### src/rtl/pipe_hazard_ctrl.sv
// pipe_hazard_ctrl: hazard detection, flush/stall control, operand forwarding
// and data-memory wait tracking with timeout for the 5-stage pipeline.
// Optional feature macro: HAZARD_PERF_CNT_EN (builds the saturating
// stall/flush/wait performance counters; otherwise the counter outputs are 0).
module pipe_hazard_ctrl #(
  parameter int unsigned WAIT_MAX = 15,
  parameter int unsigned CNT_W    = 16
) (
  input  logic             i_clk,
  input  logic             i_rst_n,
  input  logic [4:0]       i_ifid_rs,
  input  logic [4:0]       i_ifid_rt,
  input  logic [4:0]       i_idex_rs,
  input  logic [4:0]       i_idex_rt,
  input  logic             i_idex_mem_read,
  input  logic [4:0]       i_exmem_write_reg,
  input  logic [4:0]       i_memwb_write_reg,
  input  logic             i_exmem_reg_write,
  input  logic             i_memwb_reg_write,
  input  logic             i_exmem_branch,
  input  logic             i_exmem_zero,
  input  logic             i_exmem_mem_access,
  input  logic             i_dmem_ready,
  output logic             o_pc_write,
  output logic             o_ifid_write,
  output logic             o_if_flush,
  output logic             o_id_bubble,
  output logic             o_ex_flush,
  output logic             o_pc_src,
  output logic             o_pipe_hold,
  output logic [1:0]       o_fwd_a,
  output logic [1:0]       o_fwd_b,
  output logic             o_mem_err,
  output logic [CNT_W-1:0] o_stall_cnt,
  output logic [CNT_W-1:0] o_flush_cnt,
  output logic [CNT_W-1:0] o_wait_cnt
);

  localparam int unsigned WCNT_W = 8;

  typedef enum logic [1:0] {
    ST_RUN   = 2'd0,
    ST_MWAIT = 2'd1,
    ST_ERR   = 2'd2
  } state_t;

  state_t            state_q, state_d;
  logic [WCNT_W-1:0] wcnt_q, wcnt_d;
  logic              mem_err_q;

  logic taken;
  logic loaduse;
  logic mwait;

  // Hazard conditions decoded from the pipeline register tags
  assign taken   = i_exmem_branch & i_exmem_zero;
  assign loaduse = i_idex_mem_read & (i_idex_rt != 5'd0) &
                   ((i_idex_rt == i_ifid_rs) | (i_idex_rt == i_ifid_rt));
  assign mwait   = i_exmem_mem_access & ~i_dmem_ready;

  // State, wait counter and sticky error registers
  always_ff @(posedge i_clk or negedge i_rst_n) begin
    if (!i_rst_n) begin
      state_q   <= ST_RUN;
      wcnt_q    <= '0;
      mem_err_q <= 1'b0;
    end else begin
      state_q   <= state_d;
      wcnt_q    <= wcnt_d;
      mem_err_q <= mem_err_q | (state_d == ST_ERR);
    end
  end

  assign o_mem_err = mem_err_q;

  // Next-state: count consecutive not-ready cycles, give up after WAIT_MAX
  always_comb begin
    state_d = state_q;
    wcnt_d  = wcnt_q;
    case (state_q)
      ST_RUN: begin
        if (mwait) begin
          state_d = ST_MWAIT;
          wcnt_d  = WCNT_W'(1);
        end
      end
      ST_MWAIT: begin
        if (i_dmem_ready) begin
          state_d = ST_RUN;
          wcnt_d  = '0;
        end else if (wcnt_q == WCNT_W'(WAIT_MAX)) begin
          state_d = ST_ERR;
        end else begin
          wcnt_d = wcnt_q + WCNT_W'(1);
        end
      end
      ST_ERR: begin
        state_d = ST_ERR;
      end
      default: begin
        state_d = ST_RUN;
        wcnt_d  = '0;
      end
    endcase
  end

  // Pipeline controls: error/memory hold, then branch flush, then load-use stall
  always_comb begin
    o_pc_write   = 1'b1;
    o_ifid_write = 1'b1;
    o_if_flush   = 1'b0;
    o_id_bubble  = 1'b0;
    o_ex_flush   = 1'b0;
    o_pc_src     = 1'b0;
    o_pipe_hold  = 1'b0;
    if ((state_q == ST_ERR) || mwait) begin
      o_pipe_hold  = 1'b1;
      o_pc_write   = 1'b0;
      o_ifid_write = 1'b0;
    end else if (taken) begin
      o_pc_src    = 1'b1;
      o_if_flush  = 1'b1;
      o_id_bubble = 1'b1;
      o_ex_flush  = 1'b1;
    end else if (loaduse) begin
      o_pc_write   = 1'b0;
      o_ifid_write = 1'b0;
      o_id_bubble  = 1'b1;
    end
  end

  // Operand forwarding; the younger EX/MEM result wins over MEM/WB
  always_comb begin
    o_fwd_a = 2'b00;
    o_fwd_b = 2'b00;
    if (i_exmem_reg_write && (i_exmem_write_reg != 5'd0) &&
        (i_exmem_write_reg == i_idex_rs)) begin
      o_fwd_a = 2'b10;
    end else if (i_memwb_reg_write && (i_memwb_write_reg != 5'd0) &&
                 (i_memwb_write_reg == i_idex_rs)) begin
      o_fwd_a = 2'b01;
    end
    if (i_exmem_reg_write && (i_exmem_write_reg != 5'd0) &&
        (i_exmem_write_reg == i_idex_rt)) begin
      o_fwd_b = 2'b10;
    end else if (i_memwb_reg_write && (i_memwb_write_reg != 5'd0) &&
                 (i_memwb_write_reg == i_idex_rt)) begin
      o_fwd_b = 2'b01;
    end
  end

`ifdef HAZARD_PERF_CNT_EN
  logic             stall_evt;
  logic             flush_evt;
  logic             wait_evt;
  logic [CNT_W-1:0] stall_cnt_q;
  logic [CNT_W-1:0] flush_cnt_q;
  logic [CNT_W-1:0] wait_cnt_q;

  // A stall is a bubble without a redirect; a flush is a redirect
  assign stall_evt = o_id_bubble & ~o_pc_src;
  assign flush_evt = o_pc_src;
  assign wait_evt  = o_pipe_hold;

  // Saturating event counters
  always_ff @(posedge i_clk or negedge i_rst_n) begin
    if (!i_rst_n) begin
      stall_cnt_q <= '0;
      flush_cnt_q <= '0;
      wait_cnt_q  <= '0;
    end else begin
      if (stall_evt && !(&stall_cnt_q)) stall_cnt_q <= stall_cnt_q + CNT_W'(1);
      if (flush_evt && !(&flush_cnt_q)) flush_cnt_q <= flush_cnt_q + CNT_W'(1);
      if (wait_evt  && !(&wait_cnt_q))  wait_cnt_q  <= wait_cnt_q  + CNT_W'(1);
    end
  end

  assign o_stall_cnt = stall_cnt_q;
  assign o_flush_cnt = flush_cnt_q;
  assign o_wait_cnt  = wait_cnt_q;
`else
  assign o_stall_cnt = '0;
  assign o_flush_cnt = '0;
  assign o_wait_cnt  = '0;
`endif

endmodule

### config.mk
export PLATFORM = sky130hd
export DESIGN_NAME = pipe_hazard_ctrl
export DESIGN_NICKNAME = d
export VERILOG_FILES = /design/src/rtl/pipe_hazard_ctrl.sv
export SDC_FILE = /design/constraint.sdc
export NUM_CORES = 1
export LEC_CHECK = 0
export ABC_CLOCK_PERIOD_IN_PS = 3600
export CAP_MARGIN = 25
export CORE_UTILIZATION = 30
export CTS_CLUSTER_SIZE = 14
export DETAILED_ROUTE_END_ITERATION = 8
export PLACE_DENSITY = 0.7
export SETUP_SLACK_MARGIN = 0.05
export SLEW_MARGIN = 40
export SYNTH_ARGS = -nofsm -noshare
export SYNTH_HDL_FRONTEND = slang
export SYNTH_SLANG_ARGS = --single-unit
export TNS_END_PERCENT = 10
### constraint.sdc
create_clock -name i_clk -period 3.6 [get_ports i_clk]
set_input_delay 0.72 -clock i_clk [delete_from_list [all_inputs] [get_ports i_clk]]
set_output_delay 0.72 -clock i_clk [all_outputs]
set_load 0.01 [all_outputs]
Yosys cells after proc, flatten, opt, wreduce, memory -nomap -nowiden
Index checks and enable logic that the tools add are counted.
{"block": "word_totals", "ff_bits": 11, "latchBits": 0, "ramBits": 0, "rom_bits": 0, "output_inout_bits": 60, "wordCells": 57, "mem_count": 0}
{"block": "classes", "add_sub_neg": 1, "n_mul": 0, "n_div": 0, "magnitude_cmp": 0, "n_eq_ne": 12, "n_shift": 0, "n_mux": 21, "n_bitwise": 8, "reduce_logical": 12}
{"operator": "$eq 5x5->1", "n": 6}
{"operator": "$mux 8", "n": 3}
{"operator": "$pmux 8 s3", "n": 1}
{"operator": "$reduce_bool 5->1", "n": 3}
{"operator": "$mux 1", "n": 11}
{"operator": "$mux 2", "n": 5}
{"operator": "$add 8x1->8 const B", "n": 1}
{"operator": "$eq 8x4->1 const B", "n": 1}
{"operator": "$logic_and 1x1->1", "n": 6}
{"operator": "$pmux 2 s3", "n": 1}
{"operator": "$and 1x1->1", "n": 4}
{"operator": "$eq 2x2->1 const B", "n": 2}
{"operator": "$ne 3x3->1 const B", "n": 1}
{"operator": "$reduce_and 3->1", "n": 1}
{"operator": "$eq 2x1->1 const B", "n": 1}
{"operator": "$logic_not 2->1", "n": 1}
{"operator": "$ne 2x2->1 const B", "n": 1}
{"operator": "$not 1->1", "n": 2}
{"operator": "$or 1x1->1", "n": 2}
{"operator": "$logic_or 1x1->1", "n": 1}

Longest topological paths before layout
Gate-level depths: netlist (run 1).
{"block": "logic_depth", "depth_word": 6, "mapped_depth": 6, "ltp_nobuf": 5}

Worst setup path after synthesis (run 1)
No wires, ideal clock.
{"block": "synth_timing", "path_type": "input to output", "start": "input port i_idex_rt[1]", "end": "output port o_pc_write", "arrival_time_ns": 2.042, "required_ns": 2.880, "slack_ns": 0.838, "cell_stages": 6, "n_path_buf": 2, "cell_sequence": "clkbuf_1 -> or4_1 -> o21ai_1 -> a21oi_1 -> a21oi_1 -> buf_4"}
{"block": "synth_between", "elab_chain_len": 6, "word_cells_on_any_way": 9}
{"element": "from (decl)", "line": "14", "text": "input logic [4:0] i_idex_rt,"}
{"element": "$eq 5x5->1 or $reduce_bool 5->1 (tied branches)", "line": "58, 57"}
{"element": "$or 1x1->1 or $and 1x1->1 (tied branches)", "line": "58, 57"}
{"element": "$and 1x1->1 *", "line": "57", "text": "assign loaduse = i_idex_mem_read & (i_idex_rt != 5'd0) &"}
{"element": "$mux 1 * (3 in a row)"}
{"element": "to (decl)", "line": "24", "text": "output logic o_pc_write,"}
Every way passes the cells marked *; elsewhere a longest branch is shown, timed or not.

Worst setup path in the final report (run 1)
{"block": "layout_timing", "start": "input port i_exmem_write_reg[4]", "end": "output port o_fwd_b[0]"}
{"block": "layout_between", "elab_chain_len": 4, "word_cells_on_any_way": 5}
{"element": "from (decl)", "line": "16", "text": "input logic [4:0] i_exmem_write_reg,"}
{"element": "$reduce_bool 5->1", "line": "143", "text": "if (i_exmem_reg_write && (i_exmem_write_reg != 5'd0) &&"}
{"element": "$logic_and 1x1->1", "line": "143"}
{"element": "$logic_and 1x1->1 *", "line": "143"}
{"element": "$mux 2 *", "line": "143"}
{"element": "to (decl)", "line": "32", "text": "output logic [1:0] o_fwd_b,"}
Marks and branches as above.

==> summary.md, run 1 <==
| Metric | Value |
|---|---|
| Drt via density | `4.26` |
| Synth unique cells | `34` |
| Total global routing overflow | `0` |
| Failing checks | `DRC` |
| Synth warnings | `0` |
| Synth area leader | `buf_4` |
| Vias in the first global route | `roughly 1000` |
| Rows | `24` |
| Most frequent cells in the layout | `clkdlybuf4s50_1, conb_1, xnor2_1` |
| Hold Buf Count CTS | `0` |
| RSZ-0062 raised after global routing | `yes` |
| DRC | `8` |
| Gpl congestion | `about 0.85` |
| Worst EP required | `approximately 2.9 ns` |
| Power per cell area | `~200 nW/µm²` |
| Tmin final | `3.52 ns` |
| Worst-skew pair later-pin latency | `around 0.24 ns` |
| Nets | `265` |
| Status | `finished with violations` |
| Post-DP HPWL | `roughly 2800 µm` |
| CTS tree | `built` |
| Die Span Y | `71.0 µm` |
| Final Setup Violations | `0` |
| Crit Path Max Fanout | `2` |
| Worst Path Arrival | `between 2 and 3 ns` |
| Initial antenna violation count | `0` |
| Clock slew at reported path FFs | `around 0.05 ns` |
| Worst Setup End Kind | `output pin` |
| Area contributors post-synth | `buf_4, dfrtp_1, xnor2_1` |
| N_diodes | `0` |
| Longest Clk Path Bufs | `2` |
| Layout area overhead | `31.6%` |
| Starting Density | `0.319` |
| CP startpoint kind | `input pin` |
| Syn Area/Cell | `around 8.4 µm²` |
| Static Leak | `0.808 nW` |
| Reg2Reg Setup Slack | `between 1.5 and 2 ns` |
| Flop pwr share | `0.336` |
| Tcrit/Tclk final | `0.977` |
| Combinational power share | `0.346` |
| Psw | `roughly 0.00011 W` |
| Num CTS Buffers | `3` |
| GRT Util Overall | `0.128` |
| Worst hold path type | `reg -> reg` |
| Tightest Pin Transition | `roughly 0.51 ns` |
| Final hold vios | `0` |
| Pin count of the biggest net entering global routing | `14` |
| Placed inst area | `1830 µm²` |
| Peak VDD IR | `0.000103 V` |
| Post-route cell area | `approximately 1900 µm²` |
| Final Routed Wirelength | `~3100 µm` |
| Number of DRC markers in iteration 0 | `54` |
| Synthesized cell area | `approximately 1400 µm²` |
| Routed via count | `between 1000 and 1500` |
| Seq/Total Area, Yosys | `0.193` |
| Global-route wire length before repair | `around 5000 µm` |
| Largest delay contributor family on the critical path | `buffers and inverters` |
| Fin Setup TNS | `0 ns` |
| Worst Clk Skew | `around 0.0065 ns` |
| Slew headroom | `0.658` |
| Root Driver | `clkbuf_8` |
| Antenna-violating nets left | `0` |
| CP peak stage delay | `just under 0.6 ns` |
| Slew Viols, Final | `0` |
| Critical path cell sequence | `clkdlybuf4s50_1, or4_4, o21ai_4, nor4_2, nor4_2, clkdlybuf4s50_1` |
| 1st-pass router iterations | `6` |
| H-tree Lvls | `1` |
| Clock share of power | `0.318` |
| FMAX | `between 0.2 and 0.3 GHz` |
| Die area | `between 5000 and 6000 µm²` |
| Port Buffer Count | `50` |
| Internal power | `~0.00027 W` |
| Most common cell after layout, fill and taps aside | `clkdlybuf4s50_1` |
| Average routed wire per standard cell | `~11 µm` |
| FILL cells | `between 400 and 500` |
| Synth Instances | `around 170` |
| CP max stage cell | `clkdlybuf4s50_1` |
| Switch share | `0.293` |
| Core area | `4470 µm²` |
| Total of max-cap violations | `0` |
| CTS Sinks | `11` |
| Register bit total from synthesis | `11` |
| Ports | `between 90 and 100` |
| Worst setup path class | `in -> out` |
| Width of the die | `about 70 µm` |
| Share of post-route cells with drive strength above 1 | `0.0982` |
| Yosys top cell area share | `0.268` |
| WP buf/inv | `2` |
| Design Power | `slightly below 0.0004 W` |
==> cell type report <==
| type | count | area (µm²) | area share |
|---|---|---|---|
| clock buffer | 4 | 45.0 | 0.0240 |
| sequential | 11 | 275 | 0.146 |
| timing repair buffer | 59 | 571 | 0.303 |
| inverter | 1 | 3.75 | 0.00200 |
| multi-input combinational | 149 | 921 | 0.490 |
| tap | 52 | 65.1 | 0.0346 |
==> layer usage <==
metal  global-route usage  vias up  share of wire
met1                0.167      542           0.45
li1                     -      586              -
met5                    0        -              0
met3               0.0214        2          0.038
met4               0.0333        0         0.0089
met2                0.221       47           0.51
==> worst reg2reg max path, stage by stage (launching register included) <==
cell,delay (ns)
dfrtp_1,0.38
nor2_1,0.25
mux2_2,0.42
a21oi_1,0.23
mux2_2,0.36
==> flip-flops by register name, indices dropped and copies added (netlist names) <==
signal     flops
wcnt_q         8
state_q        2
o_mem_err      1
==> per-stage QoR <==
stage / setup slack (ns) / utilization / hold slack, ns / instances
floorplan: 0.838 / - / 0.424 / 218
global placement: 0.125 / 0.410 / 0.494 / 272
detailed placement: 0.0899 / 0.410 / 0.495 / 272
CTS: 0.0899 / 0.420 / 0.510 / 276
global route: 0.0345 / 0.420 / 0.527 / 276
finish: 0.0830 / 0.420 / 0.494 / 276
==> cell families after synthesis <==
kind of cell / count (synthesis) / share of synthesized area
AOI/OAI and AO/OA: 23 / 0.101
and+or+nand+nor: 43 / 0.197
xor gates and xnor gates: 32 / 0.196
adders and majority gates: 1 / 0.00876
DFF: 11 / 0.193
other: 1 / 0.00262
buffers and inverters: 58 / 0.286
muxes: 2 / 0.0158
==> path summary, 6_finish.rpt <==
kind | startpoint | to | cells past startpoint
worst min register to register | o_mem_err | o_mem_err | 1
min in group asynchronous | i_rst_n | wcnt_q[4] | 1
max in group asynchronous | i_rst_n | state_q[0] | 1
worst min-delay path | o_mem_err | o_mem_err | 1
worst max-delay path | i_exmem_write_reg[4] | o_fwd_b[0] | 6
worst max register to register | state_q[1] | wcnt_q[0] | 4
==> cell usage after synthesis <==
| cell type | number |
|---|---|
| nor2b_1 | 1 |
| o21ai_4 | 1 |
| dfrtp_1 | 11 |
| nor3b_1 | 2 |
| nor4_4 | 1 |
| and3_1 | 1 |
| o21ai_0 | 6 |
| xor2_1 | 15 |
| o21ai_1 | 2 |
| nor4_2 | 4 |
| a21o_1 | 2 |
| o21a_1 | 1 |
| nor2_1 | 5 |
| buf_4 | 51 |
| o22ai_1 | 1 |
| mux2_2 | 2 |
| nand4_1 | 3 |
| or4_1 | 4 |
| nand2b_1 | 1 |
| o211a_1 | 1 |
| or3_1 | 2 |
| clkbuf_1 | 6 |
| inv_1 | 1 |
| or4_4 | 1 |
| a211o_1 | 1 |
| nand3_1 | 7 |
| conb_1 | 1 |
| nor3_1 | 1 |
| nand2_1 | 8 |
| or2_2 | 1 |
| and4_1 | 1 |
| ha_1 | 1 |
| a21oi_1 | 8 |
| xnor2_1 | 17 |
==> power by group through the flow <==
stage	Clock [W]	Combinational (W)	Sequential (W)
after CTS	0.000124	0.000133	0.000129
after global routing	0.000132	0.000145	0.000130
after floorplan	0	0.000105	0.000131
after global placement	0	0.000132	0.000131
final	0.000122	0.000133	0.000129
after detailed placement	0	0.000133	0.000131
==> what timing repair did <==
action / in CTS / in global routing
setup buffers: 0 / 0
endpoints found under the setup margin: 0 / 2
resized for setup: 0 / 1
(Power assumes the default switching activity.)
==> inputs of run 2 (changes only) <==
- TNS_END_PERCENT: 10 -> default
==> summary.md, run 2 (synthesis gave the netlist of run 1 again) <==
| Metric | Value |
|---|---|
| Core area | `around 4500 µm²` |
| Slew Viols, Final | `0` |
| Initial antenna violation count | `0` |
| Nets | `approximately 270` |
| GRT Util Overall | `0.128` |
| Total global routing overflow | `0` |
| CTS tree | `built` |
| Worst Path Arrival | `2.72 ns` |
| H-tree Lvls | `1` |
| Switch share | `0.293` |
| Share of post-route cells with drive strength above 1 | `0.0982` |
| Total of max-cap violations | `0` |
| Tcrit/Tclk final | `0.955` |
| Power per cell area | `205 nW/µm²` |
| Final Routed Wirelength | `approximately 3100 µm` |
| N_diodes | `0` |
| 1st-pass router iterations | `6` |
| Largest Register | `wcnt_q` |
| RSZ-0062 raised after global routing | `no` |
| Design Power | `about 0.00039 W` |
| Layout area overhead | `31.8%` |
| Post-DP HPWL | `2780 µm` |
| Antenna-violating nets left | `0` |
| Combinational power share | `0.346` |
| Psw | `0.000113 W` |
| Width of the die | `between 70 and 80 µm` |
| Reg2Reg Setup Slack | `around 1.9 ns` |
| CP startpoint kind | `input pin` |
| Internal power | `~0.00027 W` |
| Flop pwr share | `0.336` |
| Num CTS Buffers | `3` |
| Vias in the first global route | `1024` |
| FILL cells | `between 400 and 500` |
| Slew headroom | `0.664` |
| Failing checks | `DRC` |
| Die area | `5040 µm²` |
| Pin count of the biggest net entering global routing | `14` |
| Average routed wire per standard cell | `11.4 µm` |
| Multi-input logic area | `921 µm²` |
| Cell Count, Final, Fillers Out | `~280` |
| Worst hold path type | `reg -> reg` |
| DP Worst Slack | `0.0899 ns` |
| Final Setup Violations | `0` |
| Static Leak | `0.827 nW` |
| Tightest Pin Transition | `0.498 ns` |
| DRC | `8` |
| Routed via count | `between 1000 and 1500` |
| Worst setup path class | `in -> out` |
| Peak VDD IR | `between 0.0001 and 0.00015 V` |
| Final hold vios | `0` |
| Setup ws final | `between 0.15 and 0.2 ns` |
| Max FFs per register | `8` |
| Ports | `~100` |
| Gpl congestion | `0.853` |
| Status | `finished with violations` |
| Crit Path Max Fanout | `2` |
| CTS Sinks | `11` |
| Port Buffer Count | `50` |
| Global-route wire length before repair | `between 4000 and 5000 µm` |
| Worst Setup End Kind | `output pin` |
| Root Driver | `clkbuf_8` |
| FMAX | `0.291 GHz` |
| Tmin final | `3.44 ns` |
| Number of DRC markers in iteration 0 | `54` |
| Worst Clk Skew | `approximately 0.0073 ns` |
| Clock slew at reported path FFs | `about 0.05 ns` |
| Seq. cell area | `about 280 µm²` |
| Rows | `24` |
| Worst-skew pair later-pin latency | `0.24 ns` |
| Worst EP required | `around 2.9 ns` |
| Die Span Y | `71.0 µm` |
| Most frequent cells in the layout | `conb_1, clkdlybuf4s50_1, xnor2_1` |
| Placed Instances | `between 200 and 300` |
| Drt via density | `around 4.2` |
| Longest Clk Path Bufs | `2` |
| Fin Setup TNS | `0 ns` |
| Starting Density | `0.319` |
| Clock share of power | `0.318` |
| Hold Buf Count CTS | `0` |
run 2: changes by cell type in the layout (fill, tap and decap cells not counted), sizes merged:
cell / change
clkdlybuf4s50: -1
dlymetal6s2s: +1
run 2: what timing repair did:
action | in CTS | in global routing
buffers inserted | 0 | 0
endpoints found under the setup margin | 0 | 2
gates resized for setup | 0 | 2
run 2: through the flow:
| stage | utilization | cell area (µm²) | hold WS [ns] |
|---|---|---|---|
| 2_1_floorplan | - | 1610 | 0.424 |
| 3_3_place_gp | 0.410 | 1830 | 0.494 |
| 3_5_place_dp | 0.410 | 1830 | 0.495 |
| 4_1_cts | 0.420 | 1880 | 0.510 |
| 5_1_grt | 0.421 | 1880 | 0.527 |
| 6_report | 0.421 | 1880 | 0.494 |
run 2: worst max-delay path, stage by stage:
cell and delay, ns:
clkdlybuf4s50_1 0.42, or4_1 0.54, o21ai_1 0.18, a21oi_1 0.06, a21oi_1 0.21, clkdlybuf4s50_1 0.59
run 2: power by group through the flow:
stage	Sequential (W)	Clock [W]	Combinational, W
global placement	0.000131	0	0.000132
floorplan	0.000131	0	0.000105
finish	0.000129	0.000122	0.000133
global route	0.000130	0.000132	0.000145
CTS	0.000129	0.000124	0.000133
detailed placement	0.000131	0	0.000133
run 2: layout make-up:
type                    count  area share
multi-input cells         149       0.489
repair buffers             59       0.304
flip-flops and latches     11       0.146
well taps                  52      0.0346
clock buffers               4      0.0239
inverters                   1     0.00199
run 2: per-layer routing:
metal | global-route usage | wire length [µm] | part of all wire
met1 | 0.167 | 1420 | 0.45
met2 | 0.221 | 1580 | 0.50
met3 | 0.0214 | 118 | 0.038
met4 | 0.0333 | 28 | 0.0089
met5 | 0 | 0 | 0
run 2: worst paths after layout:
path | end | cells past startpoint | from
min | o_mem_err | 1 | o_mem_err
max reg2reg | wcnt_q[0] | 4 | state_q[1]
max | o_ifid_write | 6 | i_idex_rt[1]
min reg2reg | o_mem_err | 1 | o_mem_err
max in group asynchronous | wcnt_q[1] | 1 | i_rst_n
min in group asynchronous | wcnt_q[4] | 1 | i_rst_n
==> inputs of run 3 (changes only) <==
- CORE_UTILIZATION: 30 -> 38
- PLACE_DENSITY: 0.7 -> 0.86
==> summary.md, run 3 (synthesis gave the netlist of run 1 again) <==
| Metric | Value |
|---|---|
| Most frequent cells in the layout | `conb_1, clkdlybuf4s50_1, xnor2_1` |
| Drt via density | `around 4.4` |
| Average routed wire per standard cell | `~12 µm` |
| Total global routing overflow | `0` |
| 1st-pass router iterations | `4` |
| Max FFs per register | `8` |
| CTS tree | `built` |
| Placed inst area | `1810 µm²` |
| Post-route cell area | `~1900 µm²` |
| DP Worst Slack | `around 0.076 ns` |
| CP peak stage delay | `approximately 0.59 ns` |
| Rows | `21` |
| Port Buffer Count | `50` |
| Worst hold path type | `reg -> reg` |
| Worst Setup End Kind | `output pin` |
| Die Span Y | `approximately 63 µm` |
| Crit Path Max Fanout | `2` |
| Global-route wire length before repair | `5070 µm` |
| GRT Util Overall | `0.165` |
| Layout area overhead | `30.2%` |
| Root Driver | `clkbuf_8` |
| CTS Sinks | `11` |
| Fin Setup TNS | `0 ns` |
| Die area | `around 4000 µm²` |
| FMAX | `0.292 GHz` |
| Status | `finished clean` |
| Nets | `around 260` |
| RSZ-0062 raised after global routing | `no` |
| Final Setup Violations | `0` |
| DRC | `0` |
| Hold Slack | `~0.47 ns` |
| Switch share | `0.295` |
| CTS resizes | `0` |
| H-tree Lvls | `1` |
| Vias in the first global route | `~1100` |
| DR top layer | `met4` |
| Setup repair bufs after CTS | `0` |
| Clock slew at reported path FFs | `roughly 0.05 ns` |
| Share of post-route cells with drive strength above 1 | `0.0901` |
| Ports | `between 90 and 100` |
| Power per cell area | `207 nW/µm²` |
| Post-DP HPWL | `2760 µm` |
| Flop pwr share | `0.337` |
| Tmin final | `3.43 ns` |
| Worst EP required | `2.88 ns` |
| Slew Viols, Final | `0` |
| Antenna-violating nets left | `0` |
| Final Routed Wirelength | `roughly 3200 µm` |
| Met1 Routed Length | `roughly 1300 µm` |
| Psw | `about 0.00011 W` |
| Critical path cell sequence | `clkdlybuf4s50_1, or4_1, o21ai_1, a21oi_1, a21oi_1, clkdlybuf4s50_1` |
| CP max stage cell | `clkdlybuf4s50_1` |
| Starting Density | `0.412` |
| Post-route core utilization | `0.536` |
| Number of DRC markers in iteration 0 | `23` |
| Longest Clk Path Bufs | `2` |
| Width of the die | `63.3 µm` |
| Met2 wire length | `between 1500 and 2000 µm` |
| CP startpoint kind | `input pin` |
| Total of max-cap violations | `0` |
| Static Leak | `~0.82 nW` |
| N_diodes | `0` |
| Internal power | `roughly 0.00027 W` |
| Gpl congestion | `0.860` |
| Core area | `3470 µm²` |
| Metal3 WL | `147 µm` |
| Setup ws final | `between 0.15 and 0.2 ns` |
| Hold Buf Count CTS | `0` |
| Tcrit/Tclk final | `0.953` |
| Pin count of the biggest net entering global routing | `14` |
| Routed via count | `about 1200` |
| Clock share of power | `0.317` |
| Final hold vios | `0` |
| Worst-skew pair later-pin latency | `roughly 0.24 ns` |
| Worst Clk Skew | `about 0.0014 ns` |
| Worst setup path class | `in -> out` |
| Largest Register | `wcnt_q` |
| Initial antenna violation count | `0` |
| Peak VDD IR | `0.000105 V` |
| Combinational power share | `0.346` |
| Num CTS Buffers | `3` |
| Worst Path Arrival | `about 2.7 ns` |
[run 3: per-layer routing]
layer / vias to the layer above / track usage
met5: - / 0
met4: 0 / 0.0511
met3: 5 / 0.0308
met2: 48 / 0.306
met1: 550 / 0.187
li1: 582 / -
[run 3: cell type report]
| cell class | count | area (µm²) |
|---|---|---|
| well taps | 46 | 57.6 |
| flip-flops and latches | 11 | 275 |
| repair buffers | 57 | 558 |
| fillers | 329 | 1610 |
| multi-input cells | 149 | 921 |
| inverters | 1 | 3.75 |
| clock buffers | 4 | 45.0 |
[run 3: worst paths after layout]
check                             start           end  slack (ns)  cells past startpoint
setup / recovery           i_idex_rt[1]  o_ifid_write        0.17                      6
hold / removal                o_mem_err     o_mem_err        0.47                      1
setup reg to reg             state_q[1]     wcnt_q[0]        1.80                      4
hold reg to reg               o_mem_err     o_mem_err        0.47                      1
max in group asynchronous       i_rst_n     wcnt_q[2]        2.46                      1
min in group asynchronous       i_rst_n     wcnt_q[7]        0.81                      1
[run 3: critical path: cells and delay by family]
family          cells  cell delay (ns)
compound gates      3             0.46
buf+inv             2             1.01
simple gates        1             0.52
[run 3: through the flow]
step | power (W) | std cells
2_1_floorplan | 0.000236 | 218
3_3_place_gp | 0.000261 | 264
3_5_place_dp | 0.000263 | 264
4_1_cts | 0.000389 | 268
5_1_grt | 0.000410 | 268
6_report | 0.000384 | 268
[run 3: power groups by stage]
stage          logic [W]  registers [W]  clock network (W)
2_1_floorplan   0.000105       0.000131                  0
3_3_place_gp    0.000129       0.000131                  0
3_5_place_dp    0.000132       0.000131                  0
4_1_cts         0.000132       0.000129           0.000127
5_1_grt         0.000144       0.000130           0.000135
6_report        0.000133       0.000129           0.000122
